**src/rtl/rx_cp_strip_pair_if.sv**
```systemverilog
// rx_cp_strip_pair_if: sample-in / pair-out bus of the CP strip and pairing stage.
interface rx_cp_strip_pair_if #(parameter int W = 32);
    logic         i_valid;
    logic         i_sof;
    logic [W-1:0] i_data;
    logic [W-1:0] o1_data;
    logic [W-1:0] o2_data;
    logic         o_valid;
    logic         o_sos;
    logic         o_eos;
    logic         o_err;
    modport master (output i_valid, i_sof, i_data, input o1_data, o2_data, o_valid, o_sos, o_eos, o_err);
    modport slave  (input i_valid, i_sof, i_data, output o1_data, o2_data, o_valid, o_sos, o_eos, o_err);
endinterface

```
**src/rtl/rx_cp_strip_pair.sv**
```systemverilog
// rx_cp_strip_pair: drops the cyclic prefix and emits body samples as (even, odd) pairs.
// Optional RX_HALF_SCALE_EN halves each component with round-half-up and saturation.
module rx_cp_strip_pair #(
    parameter int DATA_WIDTH        = 16,
    parameter int DOUBLE_DATA_WIDTH = 32,
    parameter int N_FFT             = 16,
    parameter int CP_LEN            = 4
) (
    input logic              clk,
    input logic              i_rst_n,
    rx_cp_strip_pair_if.slave bus
);
    localparam int CW = CP_LEN > 0 ? $clog2(CP_LEN + 1) : 1;
    localparam int BW = $clog2(N_FFT + 1);
    localparam logic [1:0] IDLE = 2'd0;
    localparam logic [1:0] CP   = 2'd1;
    localparam logic [1:0] BODY = 2'd2;

`ifdef RX_HALF_SCALE_EN
    function automatic logic [DATA_WIDTH-1:0] half(input logic [DATA_WIDTH-1:0] x);
        logic [DATA_WIDTH:0] t;
        t = {x[DATA_WIDTH-1], x} + {{DATA_WIDTH{1'b0}}, 1'b1};
        return (x == {1'b0, {(DATA_WIDTH-1){1'b1}}}) ? {2'b00, {(DATA_WIDTH-2){1'b1}}} : t[DATA_WIDTH:1];
    endfunction
    function automatic logic [DOUBLE_DATA_WIDTH-1:0] scale(input logic [DOUBLE_DATA_WIDTH-1:0] s);
        return {half(s[2*DATA_WIDTH-1:DATA_WIDTH]), half(s[DATA_WIDTH-1:0])};
    endfunction
`else
    function automatic logic [DOUBLE_DATA_WIDTH-1:0] scale(input logic [DOUBLE_DATA_WIDTH-1:0] s);
        return {s[2*DATA_WIDTH-1:DATA_WIDTH], s[DATA_WIDTH-1:0]};
    endfunction
`endif

    logic [1:0]                   state_q, state_d;
    logic [CW-1:0]                cp_q, cp_d;
    logic [BW-1:0]                body_q, body_d;
    logic [DOUBLE_DATA_WIDTH-1:0] held_q, held_d, o1_q, o1_d, o2_q, o2_d;
    logic                         valid_q, valid_d, sos_q, sos_d, eos_q, eos_d, err_q, err_d;
    logic                         last;

    assign last = (state_q == BODY) && (body_q == BW'(N_FFT - 1));

    always_comb begin
        state_d = state_q;
        cp_d    = cp_q;
        body_d  = body_q;
        held_d  = held_q;
        o1_d    = o1_q;
        o2_d    = o2_q;
        valid_d = 1'b0;
        sos_d   = 1'b0;
        eos_d   = 1'b0;
        err_d   = 1'b0;
        if (bus.i_valid) begin
            // a sof landing on the final body sample still completes that symbol's last pair
            if (state_q == BODY && body_q[0] && (!bus.i_sof || last)) begin
                o1_d    = scale(held_q);
                o2_d    = scale(bus.i_data);
                valid_d = 1'b1;
                sos_d   = body_q == BW'(1);
                eos_d   = last && !bus.i_sof;
            end
            if (bus.i_sof) begin
                err_d = state_q != IDLE;
                if (CP_LEN == 0) begin
                    state_d = BODY;
                    body_d  = BW'(1);
                    held_d  = bus.i_data;
                end else if (CP_LEN == 1) begin
                    state_d = BODY;
                    body_d  = '0;
                end else begin
                    state_d = CP;
                    cp_d    = CW'(1);
                end
            end else if (state_q == CP) begin
                cp_d = cp_q + CW'(1);
                if (cp_q == CW'(CP_LEN - 1)) begin
                    state_d = BODY;
                    body_d  = '0;
                end
            end else if (state_q == BODY) begin
                if (!body_q[0]) held_d = bus.i_data;
                body_d = body_q + BW'(1);
                if (last) state_d = IDLE;
            end
        end
    end

    always_ff @(posedge clk or negedge i_rst_n) begin
        if (!i_rst_n) begin
            state_q <= IDLE;
            cp_q    <= '0;
            body_q  <= '0;
            held_q  <= '0;
            o1_q    <= '0;
            o2_q    <= '0;
            valid_q <= 1'b0;
            sos_q   <= 1'b0;
            eos_q   <= 1'b0;
            err_q   <= 1'b0;
        end else begin
            state_q <= state_d;
            cp_q    <= cp_d;
            body_q  <= body_d;
            held_q  <= held_d;
            o1_q    <= o1_d;
            o2_q    <= o2_d;
            valid_q <= valid_d;
            sos_q   <= sos_d;
            eos_q   <= eos_d;
            err_q   <= err_d;
        end
    end

    assign bus.o1_data = o1_q;
    assign bus.o2_data = o2_q;
    assign bus.o_valid = valid_q;
    assign bus.o_sos   = sos_q;
    assign bus.o_eos   = eos_q;
    assign bus.o_err   = err_q;
endmodule

```
**src/flat_wrapper.sv**
```systemverilog
// flat-port wrapper written by rule: the top's interface ports become plain ports
module rx_cp_strip_pair_flat 
#(
    parameter int DATA_WIDTH        = 16,
    parameter int DOUBLE_DATA_WIDTH = 32,
    parameter int N_FFT             = 16,
    parameter int CP_LEN            = 4
)
  (clk, i_rst_n, bus_i_valid, bus_i_sof, bus_i_data, bus_o1_data, bus_o2_data, bus_o_valid, bus_o_sos, bus_o_eos, bus_o_err);
  rx_cp_strip_pair_if bus_i ();
  input logic clk;
  input logic i_rst_n;
  input wire logic [$bits(bus_i.i_valid)-1:0] bus_i_valid;
  input wire logic [$bits(bus_i.i_sof)-1:0] bus_i_sof;
  input wire logic [$bits(bus_i.i_data)-1:0] bus_i_data;
  output wire logic [$bits(bus_i.o1_data)-1:0] bus_o1_data;
  output wire logic [$bits(bus_i.o2_data)-1:0] bus_o2_data;
  output wire logic [$bits(bus_i.o_valid)-1:0] bus_o_valid;
  output wire logic [$bits(bus_i.o_sos)-1:0] bus_o_sos;
  output wire logic [$bits(bus_i.o_eos)-1:0] bus_o_eos;
  output wire logic [$bits(bus_i.o_err)-1:0] bus_o_err;
  assign bus_i.i_valid = bus_i_valid;
  assign bus_i.i_sof = bus_i_sof;
  assign bus_i.i_data = bus_i_data;
  assign bus_o1_data = bus_i.o1_data;
  assign bus_o2_data = bus_i.o2_data;
  assign bus_o_valid = bus_i.o_valid;
  assign bus_o_sos = bus_i.o_sos;
  assign bus_o_eos = bus_i.o_eos;
  assign bus_o_err = bus_i.o_err;
  rx_cp_strip_pair #(.DATA_WIDTH(DATA_WIDTH), .DOUBLE_DATA_WIDTH(DOUBLE_DATA_WIDTH), .N_FFT(N_FFT), .CP_LEN(CP_LEN)) u_core (.clk(clk), .i_rst_n(i_rst_n), .bus(bus_i));
endmodule
```
**config.mk**
```make
export PLATFORM = sky130hd
export DESIGN_NAME = rx_cp_strip_pair_flat
export DESIGN_NICKNAME = d
export VERILOG_FILES = /design/src/rtl/rx_cp_strip_pair_if.sv /design/src/rtl/rx_cp_strip_pair.sv /design/src/flat_wrapper.sv
export SDC_FILE = /design/constraint.sdc
export NUM_CORES = 1
export LEC_CHECK = 0
export CELL_PAD_IN_SITES_DETAIL_PLACEMENT = 2
export CELL_PAD_IN_SITES_GLOBAL_PLACEMENT = 2
export CORE_MARGIN = 5
export CORE_UTILIZATION = 37
export CTS_CLUSTER_DIAMETER = 200
export CTS_CLUSTER_SIZE = 28
export DETAILED_ROUTE_END_ITERATION = 7
export PLACE_DENSITY = 0.94
export SLEW_MARGIN = 20
export SYNTH_ARGS = -nofsm -noshare
export SYNTH_HDL_FRONTEND = slang
export SYNTH_SLANG_ARGS = --single-unit
```
**constraint.sdc**
```tcl
create_clock -name clk -period 4.9 [get_ports clk]
set_input_delay 0.98 -clock clk [delete_from_list [all_inputs] [get_ports clk]]
set_output_delay 0.98 -clock clk [all_outputs]
set_load 0.1 [all_outputs]
```
# == Yosys cells after proc, flatten, opt, wreduce, memory -nomap -nowiden ==
# Cells that the tools add are included.
# Widths: inputs -> output; s select.
# word_totals
register_bits,110
# op_classes
addsub,2
n_eq_ne,7
muxes,18
bitwise,3
n_reduce_logical,16
# op_table
operator,n
$mux 5,3
$mux 2,5
$mux 1,8
$reduce_and 4->1,2
$mux 3,2
$reduce_bool 2->1,3
$reduce_bool 3->1,2
$add 5x1->5 const B,1
$eq 5x1->1 const B,1
$eq 5x4->1 const B,1
$reduce_and 5->1,1
$logic_and 1x1->1,4
$reduce_and 2->1,2
$add 3x1->3 const B,1
$eq 3x2->1 const B,1
$ne 3x3->1 const B,1
$not 1->1,3
$eq 2x1->1 const B,1
$eq 2x2->1 const B,1
$ne 2x2->1 const B,1
$logic_not 1->1,1
$logic_or 1x1->1,1

# == Longest topological paths before layout ==
# Gate-level depths: netlist (run 1).
# logic_depth
ltp_word,6
ltp_mapped,8

# == Least setup slack after synthesis (run 1) ==
# OpenSTA, ideal clock, no wires.
# synth_timing
kind,input port to flip-flop
from,in bus_i_sof
to,reg u_core.o1_q[14] (netlist: u_core.bus.o1_data[14])
setup_ns,0.128
arrival_time_ns,2.167
slack_ns,2.605
path_stages,5
n_path_buf,3
path_cell_list,buf_2 -> a2111oi_4 -> buf_6 -> buf_6 -> mux2_1
# synth_via
elab_chain_cells,4
# synth_rtl
element,line_no,text
"start, declared",flat_wrapper.sv:14,input wire logic [$bits(bus_i.i_sof)-1:0] bus_i_sof;
$logic_not 1->1,rx_cp_strip_pair.sv:56,if (state_q == BODY && body_q[0] && (!bus.i_sof || last)) begin
$logic_or 1x1->1,rx_cp_strip_pair.sv:56,
$logic_and 1x1->1,rx_cp_strip_pair.sv:56,
$reduce_and 2->1 (no line),n/a,
"end signal, assigned",rx_cp_strip_pair.sv:96,o1_q <= '0;
"end signal, assigned",rx_cp_strip_pair.sv:107,o1_q <= o1_d;
"end, declared",rx_cp_strip_pair.sv:37,"logic [DOUBLE_DATA_WIDTH-1:0] held_q, held_d, o1_q, o1_d, o2_q, o2_d;"
# No other way between the ends.
# A chain may end at the register's enable or synchronous reset.

# == Worst setup path in the final report (run 1) ==
# layout_timing
from,in bus_i_valid
to,reg u_core.held_q[0]
# layout_via
elab_chain_cells,1
# layout_rtl
element,line_no,text
"start, declared",flat_wrapper.sv:13,input wire logic [$bits(bus_i.i_valid)-1:0] bus_i_valid;
$reduce_and 5->1 (no line),n/a,
"end signal, assigned",rx_cp_strip_pair.sv:106,held_q <= held_d;
"end, declared",rx_cp_strip_pair.sv:37,
# No other way between the ends.

==> metrics.txt, run 1 <==
clock buffer depth=2; Pleak=2.70 nW; Layout Skew=0.00665 ns; TritonCTS clock tree=done; sequential-to-total area share from yosys stat=0.634; RSZ-0062 raised after global routing=false; startpoint types=input pin; # Post-CTS Setup Buffers=0; FMAX=0.301 GHz; Post-Synthesis Cells=274; final hold vios=0; FFs w/ async S/R, synth=1.00; drt via density=5.05; TritonCTS buffer count=9; Placer Congestion=0.701; H-tree levels=3; run status=finished, final reports clean; final setup vio count=0; synth cell count leaders=dfrtp_1 (110), mux2_2 (56), mux2_1 (41), nand2_1 (6); Hold-fix buffers, CTS=0; via count=2644; first-pass GRT wire length=17.5 mm; Die Y=118 microns; Post-Route WL=10.7 mm; #FFs+latches synth=110; GR Util All Layers=0.157; Syn Area/Cell=15.9 sq um; core box area=11500 sq um; Yosys warning count=0; Nets=417; Slew Limit Headroom=0.316; antenna-violating nets left=0; max-cap viol count=0; setup_tns=0 ns; layout cell share with drive strength beyond 1=0.207; detailed-route DRC error count=0; largest net degree at the start of global routing=81; CTS clk-pin slew, worst paths=0.07 ns; CTS root buffer=clkbuf_16; number of synthesized flops with an enable pin=0; Area Overhead vs Synth=32.8%; ranking of synthesized cells by area=dfrtp_1 (63%), mux2_2 (15%), mux2_1 (11%); Pwr Density=393 nW/um^2; Hold WS=0.488 ns; Antenna diodes=0; top-count cell post-synth=dfrtp_1; CP endpoint kind=flop; worst skew pair latency=0.34 ns; DR iter-0 viols=63; Worst-Margin Slew=1.02 ns; min Tclk post-route=3.32 ns; drt pass-1 iters=4; required time of the critical path=5.13 ns; share of the synthesized area in the top cell type=0.634; Post-CTS Resized=0; largest area contributor in the netlist=dfrtp_1; fin crit share=0.678; clock sink count=110; initial antenna violation count=0; Synthesized Nets=315; HP Class=flop to flop; die area=14000 sq um; Routed WL per cell=20.5 microns; library cells used by synthesis=36; cell area after synthesis=4340 sq um; Rows=39; grt ovf=0; Worst VDD drop=208 uV; vias in the first global route=3115; CP arrival=3.55 ns; post-DP HPWL=7.37 mm; Starting Density=0.379; PortBufs=103; top_reg_cell synth=dfrtp_1; Chip Width=118 microns; CP Max Fanout=32; I/O pin cnt=104; Setup CP Type=input pin to flop; Final Slew Violations=0
[area by class of cell]
cell class,count,area (sq um)
Clock buffer,12,267
Timing Repair Buffer,106,1050
Inverter,5,18.8
Fill cell,1062,5700
Clock inverter,4,28.8
Sequential cell,110,2750
Multi-Input combinational cell,144,1470
Tap cell,143,179
[critical path, cell delays in order]
cell,delay (ns)
clkdlybuf4s50_1,0.79
and4bb_1,0.43
nor2b_4,0.88
mux2_2,0.43
[registers in the layout, summed over array words and instances, names as in the netlist]
register	count
u_core.bus.o2_data	32
u_core.held_q	32
u_core.bus.o_err	1
u_core.body_q	5
u_core.bus.o_valid	1
u_core.bus.o1_data	32
u_core.bus.o_sos	1
u_core.state_q	2
u_core.bus.o_eos	1
u_core.cp_q	3
[logic make-up (layout without fill, tap and decap cells)]
kind of cell,count (synthesis),count (layout),share of synthesized area
DFF,110,110,0.634
muxes,98,98,0.254
and+or+nand+nor,23,23,0.0317
buffers and inverters,20,127,0.0302
AOI/OAI and AO/OA,18,18,0.0363
adders and majority gates,5,5,0.0144
[layer usage]
metal | global-route usage | vias up | wire length, microns
met5 | 0 | - | 0
met4 | 0.0538 | 0 | 153
met3 | 0.0349 | 14 | 435
met2 | 0.288 | 58 | 6000
met1 | 0.179 | 1395 | 4140
li1 | - | 1177 | -
[stage by stage]
| stage | instances | total power, mW | setup WS (ns) | utilization | area, sq um |
|---|---|---|---|---|---|
| global placement | 508 | 1.52 | 1.42 | 0.477 | 5470 |
| floorplan | 274 | 1.41 | 2.60 | - | 4340 |
| finish | 524 | 2.27 | 1.58 | 0.503 | 5770 |
| global route | 524 | 2.38 | 1.50 | 0.503 | 5770 |
| CTS | 524 | 2.30 | 1.60 | 0.503 | 5760 |
| detailed placement | 508 | 1.56 | 1.25 | 0.477 | 5470 |
[power breakdown]
group          switching [mW]  internal, mW  total [mW]
registers              0.0959          1.07        1.16
logic                   0.201         0.181       0.382
clock network           0.334         0.388       0.722
total                   0.631          1.64        2.27
[placed cells by master (no fill, tap or decap), types with 2 or more instances in the layout]
cell type,count
a21oi_1,2
a221oi_1,3
and3_1,3
buf_4,3
clkbuf_16,9
clkbuf_8,3
clkdlybuf4s50_1,102
clkinvlp_4,2
dfrtp_1,110
ha_1,5
inv_1,4
mux2_1,41
mux2_2,56
nand2_1,6
nor2_1,4
nor2b_1,3
o22ai_1,2
[worst paths after layout]
path | cells past startpoint | from | end | slack (ns)
min in group asynchronous | 1 | i_rst_n | u_core.bus.o2_data[7] | 0.63
setup / recovery | 4 | bus_i_valid | u_core.held_q[0] | 1.58
hold reg to reg | 1 | u_core.bus.o2_data[18] | u_core.bus.o2_data[18] | 0.49
hold / removal | 1 | u_core.bus.o2_data[18] | u_core.bus.o2_data[18] | 0.49
max in group asynchronous | 2 | i_rst_n | u_core.held_q[18] | 3.27
setup reg to reg | 7 | u_core.body_q[0] | u_core.bus.o1_data[13] | 2.08
Power figures use the tool's default switching activity.
==> inputs of run 2 (changes only) <==
CORE_UTILIZATION = 31   (was 37)
PLACE_DENSITY = 0.85   (was 0.94)
clock period = 2.66 ns   (was 4.9 ns; I/O delays follow)
==> run 2 against run 1 <==
Against the previous run:
- first-iteration DRC count is 63% higher
- die area is 18% higher
- combinational power is 84% higher
- critical endpoint is now u_core.bus.o2_data[24]
- hold slack worse by 0.38 ns
- clock-buffer cell count is 1 higher
- via count is 0.45% lower
- total power is 86% higher
- worst setup slack worse by 1.2 ns
- sequential power is 84% higher
- highest routed layer unchanged
==> metrics.txt, run 2 (synthesized netlist as in run 1, its figures left out) <==
clock sink count=110; CP Max Fanout=66; Worst path slowest cell=dfrtp_1; Crit path largest cell delay=0.41 ns; Final Slew Violations=0; grt ovf=0; crit path cell chain=ha_1 -> and3_1 -> ha_1 -> inv_1 -> a2111oi_4 -> buf_12 -> mux2_2; final hold vios=0; Starting Density=0.314; Final WS setup=0.350 ns; fin crit share=0.868; Setup CP Type=flop to flop; Layout Skew=0.00562 ns; CTS clk-pin slew, worst paths=0.07 ns; TritonCTS buffer count=9; DR iter-0 viols=103; max-cap viol count=0; Antenna diodes=0; first-pass GRT wire length=17.0 mm; HP Class=input pin to asynchronous set/reset pin; TritonCTS clock tree=done; largest net degree at the start of global routing=67; H-tree levels=3; fillers=1361; Hold WS=0.109 ns; worst skew pair latency=0.34 ns; required time of the critical path=2.88 ns; Die Y=128 microns; I/O pin cnt=104; Crit path top cell by count=ha_1; Pleak=2.89 nW; Nets=423; detailed-route DRC error count=0; Pwr Density=733 nW/um^2; via count=2632; Routed WL per cell=18.3 microns; core box area=13800 sq um; Placer Congestion=0.742; vias in the first global route=3115; Worst-Margin Slew=0.468 ns; # Post-CTS Setup Buffers=0; initial antenna violation count=0; CP arrival=2.53 ns; drt via density=4.64; Area Overhead vs Synth=32.2%; Post-Route WL=10.4 mm; most common cell after layout, fill and taps aside=dfrtp_1; Rows=43; CP endpoint kind=flop; run status=finished, final reports clean; Slew Limit Headroom=0.688; startpoint types=flop; min Tclk post-route=2.31 ns; drt pass-1 iters=3; RSZ-0062 raised after global routing=false; DP Area=5440 sq um; PortBufs=103; post-DP HPWL=7.46 mm; Chip Width=128 microns; most frequent cells in the layout=dfrtp_1 (110), buf_4 (74), mux2_2 (56), mux2_1 (41), clkdlybuf4s50_1 (34); die area=16500 sq um; final setup vio count=0; design area=5740 sq um; pre-CTS setup slack=0.0680 ns; CTS root buffer=clkbuf_16; GR Util All Layers=0.132; Post-CTS Resized=0; Worst VDD drop=263 uV; FMAX=0.433 GHz; Hold-fix buffers, CTS=0; clock buffer depth=2; layout cell share with drive strength beyond 1=0.390; antenna-violating nets left=0; setup_tns=0 ns
-- run 2: cell count changes in the layout (fill, tap and decap cells not counted) --
cell             before  now
inv_6                 1    0
buf_4                 3   74
bufinv_16             0    1
clkbuf_1              0    2
clkinvlp_4            2    1
clkdlybuf4s50_1     102   34
buf_6                 1    0
buf_12                0    4
clkbuf_8              3    2
-- run 2: final timing paths --
path                                   startpoint                endpoint  slack (ns)  cells after the start
max in group asynchronous                 i_rst_n       u_core.held_q[14]        1.74                      2
worst min register to register  u_core.held_q[25]  u_core.bus.o1_data[25]        0.49                      1
min in group clk                u_core.held_q[25]  u_core.bus.o1_data[25]        0.49                      1
worst max-delay path             u_core.body_q[1]  u_core.bus.o2_data[24]        0.35                      7
worst max register to register   u_core.body_q[1]  u_core.bus.o2_data[24]        0.35                      7
worst min-delay path                      i_rst_n  u_core.bus.o2_data[27]        0.11                      1
-- run 2: layer usage --
| metal | track usage | up-vias | wire, microns | part of all wire |
|---|---|---|---|---|
| met4 | 0.0468 | 0 | 152 | 0.015 |
| met5 | 0 | - | 0 | 0 |
| met1 | 0.158 | 1378 | 4210 | 0.41 |
| li1 | - | 1184 | - | - |
| met3 | 0.0311 | 12 | 503 | 0.048 |
| met2 | 0.233 | 58 | 5520 | 0.53 |
-- run 2: cell type report --
cell class / count / area (sq um) / share of cell area
Clock inverter: 3 / 42.5 / 0.00741
Sequential cell: 110 / 2750 / 0.479
Timing Repair Buffer: 112 / 976 / 0.170
Clock buffer: 13 / 260 / 0.0453
Multi-Input combinational cell: 144 / 1470 / 0.256
Tap cell: 180 / 225 / 0.0392
Inverter: 5 / 18.8 / 0.00327
-- run 2: through the flow --
stage / util / total power [mW] / std cells
floorplan: - / 2.60 / 274
global placement: 0.393 / 2.80 / 551
detailed placement: 0.393 / 2.88 / 551
CTS: 0.415 / 4.29 / 567
global route: 0.415 / 4.42 / 567
finish: 0.415 / 4.21 / 567
-- run 2: critical path: cells and delay by family (launching register included) --
kind,cells,cell delay (ns)
buffers and inverters,2,0.46
DFF,1,0.41
muxes,1,0.40
adders and majority gates,2,0.37
AOI/OAI and AO/OA,1,0.35
and+or+nand+nor,1,0.18
-- run 2: power by group --
part | switching (mW) | total [mW] | leakage (nW) | internal (mW)
sequential | 0.175 | 2.14 | 1.49 | 1.97
clock | 0.585 | 1.37 | 0.146 | 0.781
combinational | 0.367 | 0.701 | 1.26 | 0.334
total | 1.13 | 4.21 | 2.89 | 3.08
